[src/rtl/snd_stretched_pulse.sv]
// rtl/snd_stretched_pulse.sv - write-domain event strobe to fixed-length level pulse with guaranteed low gap
//
// Ports:
//   wr_clk           write-domain clock, all logic on rising edge
//   wr_resetn        asynchronous active-low reset
//   wr_pulse         event strobe, one wr_clk cycle per event
//   stretched_pulse  registered stretched level sent to the read domain
//   busy             high while a pulse or its trailing gap is in progress
//   pend             one queued event waiting for the current gap to end
//   drop_cnt         saturating count of events lost while one was already queued
module snd_stretched_pulse #(
    parameter int HIGH_CYC = 4,
    parameter int GAP_CYC  = 4,
    parameter int CW       = 8
) (
    input  logic          wr_clk,
    input  logic          wr_resetn,
    input  logic          wr_pulse,
    output logic          stretched_pulse,
    output logic          busy,
    output logic          pend,
    output logic [CW-1:0] drop_cnt
);

    localparam int MAX_CYC = (HIGH_CYC > GAP_CYC) ? HIGH_CYC : GAP_CYC;
    localparam int PW      = $clog2(MAX_CYC + 1);
    localparam logic [PW-1:0] HIGH_LAST = PW'(HIGH_CYC - 1);
    localparam logic [PW-1:0] GAP_LAST  = PW'(GAP_CYC - 1);

    typedef enum logic [1:0] {
        IDLE = 2'd0,
        HIGH = 2'd1,
        GAP  = 2'd2
    } state_t;

    state_t        state;
    state_t        state_nxt;
    logic [PW-1:0] phase;
    logic [PW-1:0] phase_nxt;
    logic          pend_nxt;
    logic          drop_inc;

    always_comb begin
        state_nxt = state;
        phase_nxt = phase;
        pend_nxt  = pend;
        drop_inc  = 1'b0;
        case (state)
            IDLE: begin
                if (wr_pulse) begin
                    state_nxt = HIGH;
                    phase_nxt = '0;
                end
            end
            HIGH: begin
                if (phase == HIGH_LAST) begin
                    state_nxt = GAP;
                    phase_nxt = '0;
                end else begin
                    phase_nxt = phase + 1'b1;
                end
                if (wr_pulse) begin
                    if (pend) drop_inc = 1'b1;
                    else      pend_nxt = 1'b1;
                end
            end
            GAP: begin
                if (phase == GAP_LAST) begin
                    phase_nxt = '0;
                    if (pend) begin
                        // Queued event launches; a strobe arriving now takes its slot.
                        state_nxt = HIGH;
                        pend_nxt  = wr_pulse;
                    end else if (wr_pulse) begin
                        state_nxt = HIGH;
                    end else begin
                        state_nxt = IDLE;
                    end
                end else begin
                    phase_nxt = phase + 1'b1;
                    if (wr_pulse) begin
                        if (pend) drop_inc = 1'b1;
                        else      pend_nxt = 1'b1;
                    end
                end
            end
            default: begin
                state_nxt = IDLE;
                phase_nxt = '0;
            end
        endcase
    end

    always_ff @(posedge wr_clk or negedge wr_resetn) begin
        if (!wr_resetn) begin
            state           <= IDLE;
            phase           <= '0;
            pend            <= 1'b0;
            stretched_pulse <= 1'b0;
            drop_cnt        <= '0;
        end else begin
            state           <= state_nxt;
            phase           <= phase_nxt;
            pend            <= pend_nxt;
            // Registered from next state so the output is a clean flop with one cycle latency.
            stretched_pulse <= (state_nxt == HIGH);
            if (drop_inc && (drop_cnt != {CW{1'b1}})) begin
                drop_cnt <= drop_cnt + 1'b1;
            end
        end
    end

    assign busy = (state != IDLE);

endmodule

[config.mk]
export PLATFORM = sky130hd
export DESIGN_NAME = snd_stretched_pulse
export DESIGN_NICKNAME = d
export VERILOG_FILES = /design/src/rtl/snd_stretched_pulse.sv
export SDC_FILE = /design/constraint.sdc
export NUM_CORES = 1
export LEC_CHECK = 0
export CAP_MARGIN = 20
export CORE_UTILIZATION = 46
export DETAILED_ROUTE_END_ITERATION = 16
export GPL_TIMING_DRIVEN = 0
export PLACE_DENSITY = 0.85
export SLEW_MARGIN = 15
export SYNTH_ARGS = -nofsm -noshare
export SYNTH_HDL_FRONTEND = slang
export SYNTH_SLANG_ARGS = --single-unit
[constraint.sdc]
create_clock -name wr_clk -period 1.7 [get_ports wr_clk]
set_input_delay 0.425 -clock wr_clk [delete_from_list [all_inputs] [get_ports wr_clk]]
set_output_delay 0.425 -clock wr_clk [all_outputs]
set_load 0.05 [all_outputs]
==> After elaboration in Yosys (flattened, before gate mapping) <==
Index checks and enable logic that the tools add are counted.
{ "word_totals": {"in_bits": 3, "out_inout_bits": 11, "register_bits": 15, "wordCells": 35} }
{ "op_classes": {"n_mux": 17, "reduce_logical": 5, "eq_ne": 6, "addsub": 2} }
{ "op_table": {"columns": ["op", "n"], "rows": [
  ["8-bit by 1-bit adder with 8-bit output (second input constant)", 1],
  ["1-bit 2-to-1 mux", 8],
  ["8-bit inequality test (second input constant)", 1],
  ["2-bit 2-to-1 mux", 3],
  ["3-bit 2-to-1 mux", 2],
  ["2-bit case mux with 3 select lines", 1],
  ["3-bit case mux with 2 select lines", 1],
  ["2-bit by 1-bit equality test with 1-bit output (second input constant)", 2],
  ["1-bit case mux with 2 select lines", 2],
  ["2-bit nonzero test", 2],
  ["3-bit by 1-bit adder with 3-bit output (second input constant)", 1],
  ["3-bit by 2-bit equality test with 1-bit output (second input constant)", 1],
  ["2-bit equality test (second input constant)", 1],
  ["2-bit logical NOT", 1],
  ["2-bit inequality test (second input constant)", 1],
  ["2-bit OR reduction", 1],
  ["1-bit logical AND", 1]
]} }

==> Depth between registers and ports, before layout <==
{ "depth": {"word_depth": 5, "ltp_mapped": 6, "mapped_depth_nobuf": 6} }

==> Least setup slack after synthesis <==
OpenSTA, ideal clock, no wires.
{ "synth_path": {"path_kind": "register -> register", "from": "register drop_cnt[0]", "to": "register drop_cnt[1]", "path_buffers": 0, "required_time_ns": 1.575, "setup_time_ns": 0.125, "synth_period_minus_slack_ns": 1.783, "path_stages_with_launch": 6, "arrival_time_ns": 1.658, "path_slack_ns": -0.083, "cell_sequence": "dfrtp_1 ha_1 nand2_1 nor3_4 nor3_2 mux2_4"} }
{ "synth_between": {"elab_chain_cells": 2, "elab_cells_between_ends": 3, "cone_classes": "1 x add/sub; 1 x eq/ne; 1 x reduce/logical"} }
{ "synth_lines": {"columns": ["item", "line_no", "rtl"], "rows": [
  ["start: declaration", "22", "output logic [CW-1:0] drop_cnt"],
  ["start signal: assignment", "108", "drop_cnt <= drop_cnt + 1'b1;"],
  ["branches (longest 2 deep; another with 8-bit by 1-bit adder with 8-bit output)", null, null]
]} }
Parallel ways; which one is timed is not known.
A chain may end at the register's enable or synchronous reset.

==> Worst setup path after layout <==
{ "layout_path": {"from": "register state[1]", "to": "register drop_cnt[7]"} }
{ "layout_between": {"elab_chain_cells": 3, "elab_cells_between_ends": 4, "cone_classes": "2 x eq/ne; 1 x mux; 1 x reduce/logical"} }
{ "layout_lines": {"columns": ["item", "line_no", "rtl"], "rows": [
  ["start: declaration", "36", "state_t state;"],
  ["start signal: assignment", "102", "state <= state_nxt;"],
  ["2-bit equality test / 2-bit by 1-bit equality test with 1-bit output (equally long branches)", "48", "case (state)"],
  ["1-bit case mux with 2 select lines *", "48", null],
  ["1-bit logical AND *", "107", "if (drop_inc && (drop_cnt != {CW{1'b1}})) begin"]
]} }
Mark *: on every way between the ends. The rest lies on a longest branch, timed or not.

==> metrics.txt <==
first-pass GRT wire length=between 2000 and 3000 um; CP Launch Type=flip-flop; I/O pin cnt=14; drt wl/cell=14.87 um; DRT iter0 DRCs=32; Synth area leader=dfrtp_1; top cell type's share of synthesized area=0.4335; final setup violation count=0; pin count of the biggest net entering global routing=16; HP Class=reg -> reg; vias per cell=5.417; H-tree depth=1; die extent in x=45.39 um; Yosys reg bits=15; Final GP Congestion=0.7422; Slowest-stage cell, CP=dfrtp_1; top-count cell post-synth=dfrtp_1; vias in the first global route=roughly 620; final instance area=1157 um2; initial antenna violation count=0; post-synthesis sequential area ratio=0.4335; crit-path leading delay family=simple AND/OR/NAND/NOR gates; Worst Path Buf+Inv=1; Clock Latency Late Sink=between 200 and 300 ps; share of cells above drive strength 1=0.3824; leakage power=0.0005092 uW; top_reg_cell synth=dfrtp_1; outcome=completed; Port Buffer Count=13; pre-CTS setup slack=-353.5 ps; Worst Path Arrival=1860 ps; fin. max-slew vios=0; die area=2060 um2; worst vdd ir=0.7695 mV; number of buffers created by CTS=3; core area=1745 um2; Power Density=1613 nW/um2; DRC=0; P&R area growth vs syn=33.67%; combined area of the multi-input logic cells=around 540 um2; Crit Path Class=reg -> reg; max cap viols=0; cts hold-fix bufs=0; DR vias=688; Slew HR=0.5468; Clock Tree Buf Depth=2; Post-DP Area=1042 um2; aggregate global-route resource usage=0.1907; Site Rows=15; clk slew on worst S/H paths=100 ps; Fmax achieved=0.5916 GHz; global route overflow=0; ANT cells=0; Synth Warn #=0; Fin Clk Skew=around 14 ps; Post-Route WL=~1900 um; Crit Path Max Fanout=2; Distinct cells, synth=32; Worst Tran Pin Value=between 600 and 700 ps; fin crit share=0.9943; final design utilization=0.6631; Worst path max stage delay=410 ps; Final ANT Viol Nets=0; Cells after Synth=77; Post-synth ARST share=1.000; Die H=45.39 um; fin worst setup slack=~9.6 ps; Worst setup EP type=flip-flop; Avg Cell Area, Syn=roughly 11 um2; Nets=112; Sequential Area=377.9 um2; top post-synthesis cells by count=dfrtp_1, ha_1, nand2_1, o21ai_0, inv_1; Cell Area, Synth=865.8 um2; cells along the critical path=inv_2 -> ha_4 -> nand3_4 -> or2_4 -> nor4_4 -> mux2_4; CTS tree=done; First-pass DRT Iterations=4; clock root buffer=clkbuf_4; number of synthesized flops with an enable pin=0; syn_nets=86; Final Hold Vio Count=0; most area-consuming cells after synthesis=dfrtp_1, ha_1, xor2_1; dpl hpwl=~1200 um; Initial Utilization=0.4961; crit path time final=between 1500 and 2000 ps; Fillers=128; CP required=1870 ps; Sink Count=15
==> cell type report <==
type | count | share of cell area
multi-input cells | 57 | 0.4638
inverters | 5 | 0.01622
flip-flops and latches | 15 | 0.3265
well taps | 25 | 0.02703
clock buffers | 4 | 0.02270
repair buffers | 21 | 0.1438
==> tightest hold or removal path, cell delays in order (launching register included) <==
cell and delay [ps]:
dfrtp_1 350, nand2_1 50, o21ai_0 70
==> metrics by stage <==
step	TNS (ps)	std cells	hold WS, ps	power (uW)
2_1_floorplan	0	77	129.4	1247
3_3_place_gp	-1326	115	478.0	1481
3_5_place_dp	-1528	115	486.0	1517
4_1_cts	-96.16	126	507.0	1773
5_1_grt	-51.53	127	535.4	1972
6_report	0	127	499.0	1866
==> layer usage <==
metal / share of wire / vias up / global-route usage
li1: - / 332 / -
met1: 0.43 / 333 / 0.2356
met2: 0.52 / 21 / 0.3114
met3: 0.042 / 2 / 0.05159
met4: 0.0069 / 0 / 0.07879
met5: 0 / - / 0
==> cell usage in the layout, fill, tap and decap left out, types with 2 or more instances in the layout <==
cell type and count:
ha_4 3, a31oi_1 2, nor3_4 2, mux2_4 2, dfrtp_1 13, dlygate4sd2_1 4, clkdlybuf4s15_2 2, clkbuf_4 3
inv_2 2, nor2_1 2, nor4_1 2, ha_1 3, inv_1 3, nand3_1 3, buf_4 7, clkbuf_2 4
o21ai_0 6, nand3_4 2, nand2_1 6, a21oi_1 2, xor2_1 4, nor2b_1 3, dfrtp_2 2
==> where the power goes <==
| group | switching, uW | internal (uW) | leakage (uW) |
|---|---|---|---|
| Combinational | 672 | 420 | 0.000311 |
| Clock | 121 | 91.0 | 0.0000150 |
| Sequential | 103 | 459 | 0.000183 |
==> path summary, 6_finish.rpt <==
kind,from,end,slack [ps],depth (start not counted)
setup / recovery,state[1],drop_cnt[7],10,6
hold / removal,phase[1],phase[1],500,2
setup reg to reg,state[1],drop_cnt[7],10,6
hold reg to reg,phase[1],phase[1],500,2
max in group asynchronous,wr_resetn,drop_cnt[0],700,1
min in group asynchronous,wr_resetn,drop_cnt[5],540,1
==> sequential cells by signal (all words and copies together) (netlist names) <==
register	cells
phase	3
drop_cnt	8
state	2
stretched_pulse	1
pend	1
==> cells by family (layout without fill, tap and decap cells) <==
group                    count (synthesis)  count (layout)  synth area share
buffers and inverters                    5              30           0.02168
AO/OA/AOI/OAI                           16              16            0.1272
adder cells (fa/ha/maj)                  6               6           0.08670
XOR/XNOR                                 4               4           0.04046
multiplexers                             4               4           0.05491
AND/OR/NAND/NOR                         27              27            0.2356
flip-flops                              15              15            0.4335
==> timing repair <==
| item | CTS | global route |
|---|---|---|
| setup endpoints to repair | 12 | 12 |
| gates resized for setup | 22 | 18 |
| pin swaps | 3 | 4 |
| setup buffers | 7 | 1 |
Power figures use the tool's default switching activity.
